### src/rtl/cpu_pkg.sv
// Shared types for the execute-stage branch resolution path: branch kinds,
// RV32I branch funct3 codes, the registered resolution record and occupancy states.
package cpu_pkg;

    localparam int unsigned CPU_XLEN = 32;

    typedef enum logic [1:0] {
        KIND_NONE   = 2'b00,
        KIND_BRANCH = 2'b01,
        KIND_JAL    = 2'b10,
        KIND_JALR   = 2'b11
    } br_kind_e;

    localparam logic [2:0] F3_BEQ  = 3'b000;
    localparam logic [2:0] F3_BNE  = 3'b001;
    localparam logic [2:0] F3_BLT  = 3'b100;
    localparam logic [2:0] F3_BGE  = 3'b101;
    localparam logic [2:0] F3_BLTU = 3'b110;
    localparam logic [2:0] F3_BGEU = 3'b111;

    typedef struct packed {
        logic                taken;
        logic [CPU_XLEN-1:0] target;
        logic [CPU_XLEN-1:0] link;
        logic                mispredict;
        logic                illegal;
        logic                misalign;
    } br_res_t;

    typedef enum logic {
        OCC_EMPTY = 1'b0,
        OCC_FULL  = 1'b1
    } occ_state_e;

endpackage

### src/rtl/br_cond_eval.sv
// Branch condition evaluator: equality and signed/unsigned magnitude compares
// of the two operands, selected by funct3 into a taken decision.
module br_cond_eval
    import cpu_pkg::*;
#(
    parameter int unsigned XLEN = CPU_XLEN
) (
    input  logic [XLEN-1:0] i_rs1,
    input  logic [XLEN-1:0] i_rs2,
    input  logic [2:0]      i_funct3,
    output logic            o_taken,
    output logic            o_illegal
);

    logic w_eq;
    logic w_ltu;
    logic w_lt;

    assign w_eq  = (i_rs1 == i_rs2);
    assign w_ltu = (i_rs1 < i_rs2);
    // Differing signs decide signed order alone; otherwise the low bits order the same as unsigned.
    assign w_lt  = (i_rs1[XLEN-1] != i_rs2[XLEN-1]) ? i_rs1[XLEN-1]
                                                     : (i_rs1[XLEN-2:0] < i_rs2[XLEN-2:0]);

    // funct3 select of the resolved condition; reserved codes flag illegal and never take.
    always_comb begin
        o_taken   = 1'b0;
        o_illegal = 1'b0;
        case (i_funct3)
            F3_BEQ:  o_taken = w_eq;
            F3_BNE:  o_taken = !w_eq;
            F3_BLT:  o_taken = w_lt;
            F3_BGE:  o_taken = !w_lt;
            F3_BLTU: o_taken = w_ltu;
            F3_BGEU: o_taken = !w_ltu;
            default: o_illegal = 1'b1;
        endcase
    end

endmodule

### src/rtl/branch_resolve_unit.sv
// Execute-stage branch/jump resolution: computes taken/target/link, checks the
// fetch prediction and returns one registered result per instruction over valid/ready.
module branch_resolve_unit
    import cpu_pkg::*;
#(
    parameter int unsigned          XLEN     = CPU_XLEN,
    parameter logic [XLEN-1:0]      RESET_PC = '0
) (
    input  logic            clk_i,
    input  logic            rst_ni,
    input  logic            flush_i,
    input  logic            in_valid_i,
    output logic            in_ready_o,
    input  logic [1:0]      kind_i,
    input  logic [2:0]      funct3_i,
    input  logic [XLEN-1:0] rs1_i,
    input  logic [XLEN-1:0] rs2_i,
    input  logic [XLEN-1:0] pc_i,
    input  logic [XLEN-1:0] imm_i,
    input  logic            pred_taken_i,
    input  logic [XLEN-1:0] pred_target_i,
    output logic            out_valid_o,
    input  logic            out_ready_i,
    output logic            taken_o,
    output logic [XLEN-1:0] target_o,
    output logic [XLEN-1:0] link_o,
    output logic            mispredict_o,
    output logic            illegal_o,
    output logic            misalign_o
);

    occ_state_e      r_state;
    occ_state_e      w_state_nxt;
    br_res_t         r_res;
    br_res_t         w_res;

    logic            w_cond_taken;
    logic            w_cond_illegal;
    logic            w_accept;
    logic            w_xfer;
    logic [XLEN-1:0] w_pc_plus4;
    logic [XLEN-1:0] w_pc_rel;
    logic [XLEN-1:0] w_jalr_sum;
    logic [XLEN-1:0] w_jalr_target;
    logic [XLEN-1:0] w_taken_target;
    logic            w_taken;

    br_cond_eval #(.XLEN(XLEN)) u_cond (
        .i_rs1     (rs1_i),
        .i_rs2     (rs2_i),
        .i_funct3  (funct3_i),
        .o_taken   (w_cond_taken),
        .o_illegal (w_cond_illegal)
    );

    assign w_pc_plus4    = pc_i + {{(XLEN-3){1'b0}}, 3'd4};
    assign w_pc_rel      = pc_i + imm_i;
    assign w_jalr_sum    = rs1_i + imm_i;
    assign w_jalr_target = w_jalr_sum & ~{{(XLEN-1){1'b0}}, 1'b1};

    assign out_valid_o = (r_state == OCC_FULL);
    assign in_ready_o  = !flush_i && (!out_valid_o || out_ready_i);
    assign w_accept    = in_valid_i && in_ready_o;
    assign w_xfer      = out_valid_o && out_ready_i;

    // Per-kind taken decision and taken-path target.
    always_comb begin
        w_taken        = 1'b0;
        w_taken_target = w_pc_rel;
        case (br_kind_e'(kind_i))
            KIND_BRANCH: w_taken = w_cond_taken && !w_cond_illegal;
            KIND_JAL:    w_taken = 1'b1;
            KIND_JALR: begin
                w_taken        = 1'b1;
                w_taken_target = w_jalr_target;
            end
            default:     w_taken = 1'b0;
        endcase
    end

    // Assemble the resolution record; illegal branches never request a redirect.
    always_comb begin
        w_res            = '0;
        w_res.taken      = w_taken;
        w_res.target     = w_taken ? w_taken_target : w_pc_plus4;
        w_res.link       = w_pc_plus4;
        w_res.illegal    = (br_kind_e'(kind_i) == KIND_BRANCH) && w_cond_illegal;
        w_res.misalign   = w_taken && w_res.target[1];
        if (w_res.illegal) begin
            w_res.mispredict = 1'b0;
        end else begin
            w_res.mispredict = (w_taken != pred_taken_i) ||
                               (w_taken && (w_res.target != pred_target_i));
        end
    end

    // Occupancy next-state: flush empties the slot regardless of accept or hold.
    always_comb begin
        w_state_nxt = r_state;
        case (r_state)
            OCC_EMPTY: begin
                if (flush_i)       w_state_nxt = OCC_EMPTY;
                else if (w_accept) w_state_nxt = OCC_FULL;
                else               w_state_nxt = OCC_EMPTY;
            end
            OCC_FULL: begin
                if (flush_i)                   w_state_nxt = OCC_EMPTY;
                else if (w_xfer && !w_accept)  w_state_nxt = OCC_EMPTY;
                else                           w_state_nxt = OCC_FULL;
            end
            default: w_state_nxt = OCC_EMPTY;
        endcase
    end

    // Occupancy state register.
    always_ff @(posedge clk_i or negedge rst_ni) begin
        if (!rst_ni) begin
            r_state <= OCC_EMPTY;
        end else begin
            r_state <= w_state_nxt;
        end
    end

    // Result register: loads only on accept, so a stalled result stays frozen.
    always_ff @(posedge clk_i or negedge rst_ni) begin
        if (!rst_ni) begin
            r_res            <= '0;
            r_res.target     <= RESET_PC;
            r_res.link       <= RESET_PC;
        end else if (w_accept) begin
            r_res <= w_res;
        end else begin
            r_res <= r_res;
        end
    end

    assign taken_o      = r_res.taken;
    assign target_o     = r_res.target;
    assign link_o       = r_res.link;
    assign mispredict_o = r_res.mispredict;
    assign illegal_o    = r_res.illegal;
    assign misalign_o   = r_res.misalign;

endmodule
### config.mk
export PLATFORM = sky130hd
export DESIGN_NAME = branch_resolve_unit
export DESIGN_NICKNAME = d
export VERILOG_FILES = /design/src/rtl/cpu_pkg.sv /design/src/rtl/br_cond_eval.sv /design/src/rtl/branch_resolve_unit.sv
export SDC_FILE = /design/constraint.sdc
export NUM_CORES = 1
export LEC_CHECK = 0
export BUFFER_PORTS_ARGS = -buffer_cell sky130_fd_sc_hd__buf_2
export CAP_MARGIN = 40
export CORE_MARGIN = 10
export CORE_UTILIZATION = 55
export CTS_CLUSTER_DIAMETER = 100
export DETAILED_ROUTE_END_ITERATION = 10
export PLACE_DENSITY_LB_ADDON = 0.12
export SYNTH_ARGS = -nofsm -noshare
export SYNTH_HDL_FRONTEND = slang
export SYNTH_SLANG_ARGS = --single-unit
export TNS_END_PERCENT = 5
### constraint.sdc
create_clock -name clk_i -period 3 [get_ports clk_i]
set_input_delay 0.3 -clock clk_i [delete_from_list [all_inputs] [get_ports clk_i]]
set_output_delay 0.3 -clock clk_i [all_outputs]
set_load 0.01 [all_outputs]
==> flow_summary_export.csv, run 1 <==
group,metric,value,unit
placement,post_place_setup_slack,-1370,ps
run,drv.max_cap_violation_count,0,
logic_synthesis,synth_sequential_area_ratio,19.7,%
logic_synthesis,synth_cells,1127,
routing,ant_nets,0,
setup_path,crit_path_top_delay_cell,"sky130_fd_sc_hd__or3_1",
die,floorplan_die_area,0.0213,mm^2
timing,post-route-period-util,120,%
status,violations,"setup timing",
timing,skew,5.40,ps
grt,grt_util_met2,50.1,%
die,ioPinCount,241,
clock_network,cts_tree,"built",
routing,via_per_inst,5.75,
timing,finalHoldWorstSlack,134,ps
placement,numPlacedInstances,1857,
logic_synthesis,most_instantiated_cells_after_synthesis,"151 x sky130_fd_sc_hd__nand2_1, 94 x sky130_fd_sc_hd__ha_1, 81 x sky130_fd_sc_hd__o21ai_0, 76 x sky130_fd_sc_hd__a21oi_1, 72 x sky130_fd_sc_hd__nor2_1",
clock_network,root_buffer,"sky130_fd_sc_hd__clkbuf_16",
logic_synthesis,post_synthesis_average_cell_area,7.76,um^2
setup_path,critical_path_maximum_fanout,11,
clock_network,tritoncts.num_buffers,9,
min_path,min_delay_worst_endpoint,"out_valid_o",
logic_synthesis,synth_top_area_cell,"sky130_fd_sc_hd__dfrtp_1",
setup_path,cp-end-kind,"flip-flop",
logic_synthesis,synth_enable_flop_cells,0,
final_layout,area_growth,47.4,%
grt,first_global_vias,10777,
power_and_ir_drop,power.leakage,6.65,nW
logic_synthesis,synth_top_cells_by_area,"sky130_fd_sc_hd__dfrtp_1 20%, sky130_fd_sc_hd__ha_1 13%, sky130_fd_sc_hd__nand2_1 6.5%",
setup_path,path_class,"in2reg",
setup_path,crit_path_cell_trace,"buf_2 -> ha_1 -> nand4_2 -> or2_1 -> nor3_2 -> o31ai_2 -> a32oi_2 -> mux2i_4 -> nand2_4 -> buf_4 -> buf_4 -> nand2b_1 -> o22ai_1 -> or3_1 -> a2111oi_4 -> a21oi_1",
die,chipWidth,146,um
die,floorplan.initialDensity,55.7,%
timing,slew-limit-headroom,33.0,%
final_layout,finished_layout_cell_area,0.0129,mm^2
die,design.core.area,0.0157,mm^2
timing,post-route-worst-setup-slack,-605,ps
grt,grt.busiest_layer,"met2",
die,die_h,146,um
final_layout,drive_above_1_share,38.4,%
setup_path,cp.arrival,3790,ps
routing,drt_drc_violations_left,0,
die,row_count,46,
clock_network,cts_max_level,3,
logic_synthesis,syn_std_cell_area,0.00875,mm^2
clock_network,clkLatencyLatePin,330,ps
placement,dp.final_hpwl,28500,um
routing,detail_route.wirelength,34400,um
timing,fin_crit,3610,ps
setup_path,worst_path_most_repeated_cell,"sky130_fd_sc_hd__buf_4",
min_path,min_delay_path_depth,2,
timing,worst_slew_pin_slew,991,ps
final_layout,non_filler_instances,1877,
min_path,hold_path.startpoint,"flush_i",
setup_path,biggest_cell_delay_along_the_critical_path,420,ps
grt,antenna_found_initial,3,
setup_path,worst-r2r-setup-slack,240,ps
power_and_ir_drop,cellPowerDensity,379,mW/mm^2
logic_synthesis,yosysWarningCount,0,
grt,grt_first_pass_wirelength,53600,um
status,outcome,"complete, but fails checks",
routing,route.vias.total,10787,
timing,timing.fmax,277,MHz
timing,timing.final.hold_violations,0,
clock_network,cts.reportedPaths.clkPinSlew,60,ps
power_and_ir_drop,vdd_ir_drop_max,0.000350,V
setup_path,timing.critical_path.from_type,"primary input",
routing,count_of_routing_violations_after_the_opening_detailed_route_iteration,878,
logic_synthesis,synth_most_common_cell,"sky130_fd_sc_hd__nand2_1",
setup_path,r2r-start,"out_valid_o",
placement,port_buffers,240,
placement,gp_routability_congestion,0.980,
setup_path,required,3190,ps
logic_synthesis,post_synth_num_cell_types,78,
timing,setup_viol,4,
grt,grt_usage,30.3,%
clock_network,cts_hold_buffers,0,
grt,grt_overflow_total,0,
routing,wire_per_inst,18.3,um
final_layout,final_nets,1920,
timing,timing_max_transition_violations_final,0,
routing,firstDrtPassIters,5,
logic_synthesis,postSynthNetCount,1394,
min_path,hp-class,"in2reg",
grt,grtUsageMet3,5.59,%
setup_path,rr_worst_depth,10,
logic_synthesis,postSynth.topFlopCell,"sky130_fd_sc_hd__dfrtp_1",
clock_network,clock_path_buffers,2,
placement,postPlaceCellArea,0.0124,mm^2
grt,gr-usage-met1,39.0,%
timing,setup_repair_after_global_routing_missed_its_margin,"yes",
clock_network,clock-sinks,69,
logic_synthesis,asyncSetResetFlopFracSynth,100,%
logic_synthesis,synth-seq-cells,69,
logic_synthesis,synthDominantCellAreaShare,19.7,%
grt,maximum_number_of_pins_on_one_net_before_global_route_repair,70,
setup_path,worst_r2r_endpoint,"mispredict_o",
==> registers in the layout, summed over array words and instances, names as in the netlist <==
signal,flops
link_o,32
out_valid_o,1
target_o,32
mispredict_o,1
taken_o,1
misalign_o,1
illegal_o,1
==> cell type report <==
class	instances	area [um^2]
Multi-Input combinational cell	959	6790
Tap cell	216	270
Sequential cell	69	1730
Clock buffer	11	253
Antenna cell	3	7.51
Fill cell	1115	2820
Inverter	58	218
Clock inverter	5	57.6
Timing Repair Buffer	556	3570
==> repair_timing <==
item                       4_1_cts  5_1_grt
gates resized for setup         15       18
setup endpoints to repair       10       12
buffers inserted                 1        0
pin swaps                        9        3
==> cell usage in the layout (no fill, tap or decap), types with 9 or more instances in the layout <==
cell type and n:
sky130_fd_sc_hd__a31oi_1 12, sky130_fd_sc_hd__a211oi_1 18, sky130_fd_sc_hd__o21a_1 9, sky130_fd_sc_hd__mux2_2 12, sky130_fd_sc_hd__mux2i_1 24, sky130_fd_sc_hd__inv_1 56
sky130_fd_sc_hd__nor2_1 70, sky130_fd_sc_hd__buf_4 316, sky130_fd_sc_hd__o211ai_1 15, sky130_fd_sc_hd__nor3_1 25, sky130_fd_sc_hd__or3_1 10, sky130_fd_sc_hd__a21oi_1 72
sky130_fd_sc_hd__buf_2 240, sky130_fd_sc_hd__o21ai_0 77, sky130_fd_sc_hd__o21ai_1 9, sky130_fd_sc_hd__xnor2_1 47, sky130_fd_sc_hd__and3_1 23, sky130_fd_sc_hd__dfrtp_1 69
sky130_fd_sc_hd__and2_1 11, sky130_fd_sc_hd__clkbuf_16 9, sky130_fd_sc_hd__ha_1 92, sky130_fd_sc_hd__xor2_1 38, sky130_fd_sc_hd__a21o_1 38, sky130_fd_sc_hd__nand3_1 36
sky130_fd_sc_hd__nand4_1 19, sky130_fd_sc_hd__nand2_1 150
==> critical path, delay by kind of cell <==
kind                     cells  cell delay (ps)
AND/OR/NAND/NOR              6             1260
AO/OA/AOI/OAI                5             1040
buffers and inverters        3              490
multiplexers                 1              390
adder cells (fa/ha/maj)      1              310
==> metrics by stage <==
stage          power (mW)  utilization (%)  TNS (ps)
2_1_floorplan        2.47                -     -1470
3_3_place_gp         3.61             79.1     -6330
3_5_place_dp         3.68             79.1     -8250
4_1_cts              4.81             81.6      -610
5_1_grt              5.16             82.1     -1690
6_report             4.88             82.1      -756
==> per-layer routing <==
metal  up-vias  wire (um)
met3        75       3000
met5         -          0
met4         0        918
li1       5195          -
met2       535      15900
met1      4982      14600
==> power breakdown <==
part	switching (mW)	total, mW	internal, mW	leakage, nW
Clock	0.402	1.09	0.690	0.156
Combinational	1.36	2.58	1.22	5.65
Sequential	0.103	1.21	1.11	0.851
==> worst max-delay path by stage <==
| stage | start | endpoint | slack, ps |
|---|---|---|---|
| 5_1_grt | rs1_i[29] | mispredict_o | -700 |
| 4_1_cts | rs1_i[29] | mispredict_o | -490 |
| 3_5_place_dp | rs1_i[10] | mispredict_o | -1370 |
| 6_report | rs1_i[29] | mispredict_o | -610 |
| 2_1_floorplan | pc_i[0] | mispredict_o | -380 |
| 3_3_place_gp | rs1_i[6] | mispredict_o | -1200 |
==> logic make-up after synthesis <==
group / synth area share, %
simple gates: 22.5
buf+inv: 4.49
fa+ha+maj: 13.9
xor+xnor: 8.77
compound gates: 25.7
mux: 4.92
flops: 19.7
(Power assumes the default switching activity.)
==> run 2, diff against run 1 <==
- ABC_AREA: default -> 0
- SKIP_LAST_GASP: default -> 1
==> run 2 against run 1 <==
Against the previous run: the run still ends with setup timing left; register-to-register slack about the same; non-clock buffer count unchanged; cell count about the same; setup slack got worse by 10 ps; maximum frequency down 0.28%; clock-buffer cell count stayed put.
==> flow_summary_export.csv, run 2 (synthesis results as in run 1) <==
group,metric,value,unit
min_path,hold_path.startpoint,"flush_i",
routing,detail_route.wirelength,34200,um
timing,skew,4.89,ps
min_path,min_delay_worst_endpoint,"out_valid_o",
power_and_ir_drop,power.share.sequential,24.9,%
die,design.core.area,0.0157,mm^2
min_path,hp-class,"in2reg",
setup_path,crit_path_top_delay_cell,"sky130_fd_sc_hd__or3_1",
placement,gp_routability_congestion,0.980,
routing,drt_drc_violations_left,0,
grt,maximum_number_of_pins_on_one_net_before_global_route_repair,70,
min_path,min_delay_path_depth,2,
timing,timing.final.hold_violations,0,
setup_path,path_class,"in2reg",
final_layout,multiInputGateArea,0.00673,mm^2
clock_network,cts_hold_buffers,0,
timing,timing.fmax,277,MHz
power_and_ir_drop,net_load_switching_power,1.86,mW
status,outcome,"complete, but fails checks",
power_and_ir_drop,power_switching_share,38.2,%
final_layout,final_nets,1920,
power_and_ir_drop,power.internal,3.01,mW
power_and_ir_drop,power.clock.fraction,22.4,%
timing,post-route-period-util,121,%
grt,grt_first_pass_wirelength,53600,um
setup_path,timing.critical_path.from_type,"primary input",
die,die_h,146,um
status,violations,"setup timing",
setup_path,cp.arrival,3800,ps
final_layout,layout_commonest_cell,"sky130_fd_sc_hd__buf_4",
grt,grt_usage,30.3,%
timing,fin_crit,3620,ps
setup_path,critPathBufInv,3,
timing,setup_viol,8,
timing,timing_max_transition_violations_final,0,
grt,first_global_vias,10780,
power_and_ir_drop,power.leakage,6.65,nW
grt,grt_overflow_total,0,
setup_path,worst_path_most_repeated_cell,"sky130_fd_sc_hd__buf_4",
power_and_ir_drop,cellPowerDensity,379,mW/mm^2
clock_network,clkLatencyLatePin,330,ps
die,floorplan.initialDensity,55.7,%
setup_path,rr_worst_depth,10,
clock_network,cts.reportedPaths.clkPinSlew,60,ps
routing,via_per_inst,5.73,
placement,postPlaceCellArea,0.0124,mm^2
final_layout,regArea,0.00173,mm^2
final_layout,area_growth,46.8,%
routing,route.vias.total,10757,
die,row_count,46,
clock_network,tritoncts.num_buffers,9,
die,floorplan_die_area,0.0213,mm^2
routing,firstDrtPassIters,6,
timing,slew-limit-headroom,38.0,%
setup_path,worst-r2r-setup-slack,230,ps
run,drv.max_cap_violation_count,0,
final_layout,layout.cells.most_common_list,"316 x sky130_fd_sc_hd__buf_4, 240 x sky130_fd_sc_hd__buf_2, 150 x sky130_fd_sc_hd__nand2_1",
setup_path,required,3190,ps
clock_network,clock_path_buffers,2,
timing,post-route-worst-setup-slack,-615,ps
setup_path,cp-end-kind,"flip-flop",
final_layout,drive_above_1_share,37.8,%
final_layout,num-fill-cells,1127,
clock_network,cts_max_level,3,
routing,ant_nets,0,
clock_network,clock-sinks,69,
routing,wire_per_inst,18.2,um
power_and_ir_drop,vdd_ir_drop_max,0.000349,V
timing,setup_repair_after_global_routing_missed_its_margin,"yes",
clock_network,cts_tree,"built",
timing,worst_slew_pin_slew,918,ps
setup_path,cp_top_family,"simple AND/OR/NAND/NOR gates",
setup_path,biggest_cell_delay_along_the_critical_path,430,ps
setup_path,worst_r2r_endpoint,"mispredict_o",
die,ioPinCount,241,
routing,count_of_routing_violations_after_the_opening_detailed_route_iteration,789,
final_layout,finished_layout_cell_area,0.0128,mm^2
setup_path,critical_path_maximum_fanout,11,
power_and_ir_drop,power.share.combinational,52.7,%
setup_path,crit_path_cell_trace,"buf_2 -> ha_1 -> nand4_2 -> or2_1 -> nor3_2 -> o31ai_2 -> a32oi_2 -> mux2i_4 -> nand2_4 -> buf_4 -> buf_4 -> nand2b_1 -> o22ai_1 -> or3_1 -> a2111oi_4 -> a21oi_1",
timing,tns,-1380,ps
grt,antenna_found_initial,3,
clock_network,root_buffer,"sky130_fd_sc_hd__clkbuf_16",
placement,dp.final_hpwl,28500,um
placement,port_buffers,240,
setup_path,r2r-start,"out_valid_o",
die,chipWidth,146,um
run 2: cell type report:
cell class	count	area share, %
antenna	4	0.0780
clock buffer	11	1.97
clock inverter	5	0.448
inverter	58	1.70
multi-input combinational	959	52.4
sequential	69	13.5
tap	216	2.11
timing repair buffer	556	27.8
run 2: timing repair:
| item | in CTS | in global routing |
|---|---|---|
| gates resized for setup | 12 | 4 |
| pin swaps | 8 | 1 |
| setup buffers | 1 | 0 |
| endpoints found under the setup margin | 10 | 20 |
| endpoints found under the hold margin | 0 | 0 |
run 2: worst max-delay path by stage:
stage | from | to | slack (ps) | cells after the start
global route | pc_i[10] | mispredict_o | -710 | 18
global placement | rs1_i[6] | mispredict_o | -1200 | 16
floorplan | pc_i[0] | mispredict_o | -380 | 14
finish | rs1_i[29] | mispredict_o | -620 | 16
detailed placement | rs1_i[10] | mispredict_o | -1370 | 16
CTS | rs1_i[0] | mispredict_o | -520 | 16
run 2: power by group through the flow:
stage               registers, mW  logic, mW  clock network (mW)
detailed placement           1.21       2.47                   0
finish                       1.21       2.56                1.09
floorplan                    1.29       1.18                   0
CTS                          1.21       2.52                1.09
global placement             1.20       2.41                   0
global route                 1.23       2.78                1.13
run 2: routing by layer:
metal  global-route usage, %  routed length (um)  vias to the layer above
li1                        -                   -                     5202
met1                    39.0               14800                     4962
met2                    50.1               15600                      520
met3                    5.59                2790                       73
met4                    9.66                 966                        0
met5                       0                   0                        -
run 2: through the flow:
| stage | total power, mW | worst slack (ps) | hold WS (ps) | cells | util (%) |
|---|---|---|---|---|---|
| floorplan | 2.47 | -378 | 4.41 | 1127 | - |
| global placement | 3.61 | -1200 | 454 | 1857 | 79.1 |
| detailed placement | 3.68 | -1370 | 458 | 1857 | 79.1 |
| CTS | 4.81 | -516 | 132 | 1874 | 81.5 |
| global route | 5.14 | -706 | 144 | 1876 | 81.7 |
| finish | 4.86 | -615 | 135 | 1878 | 81.7 |
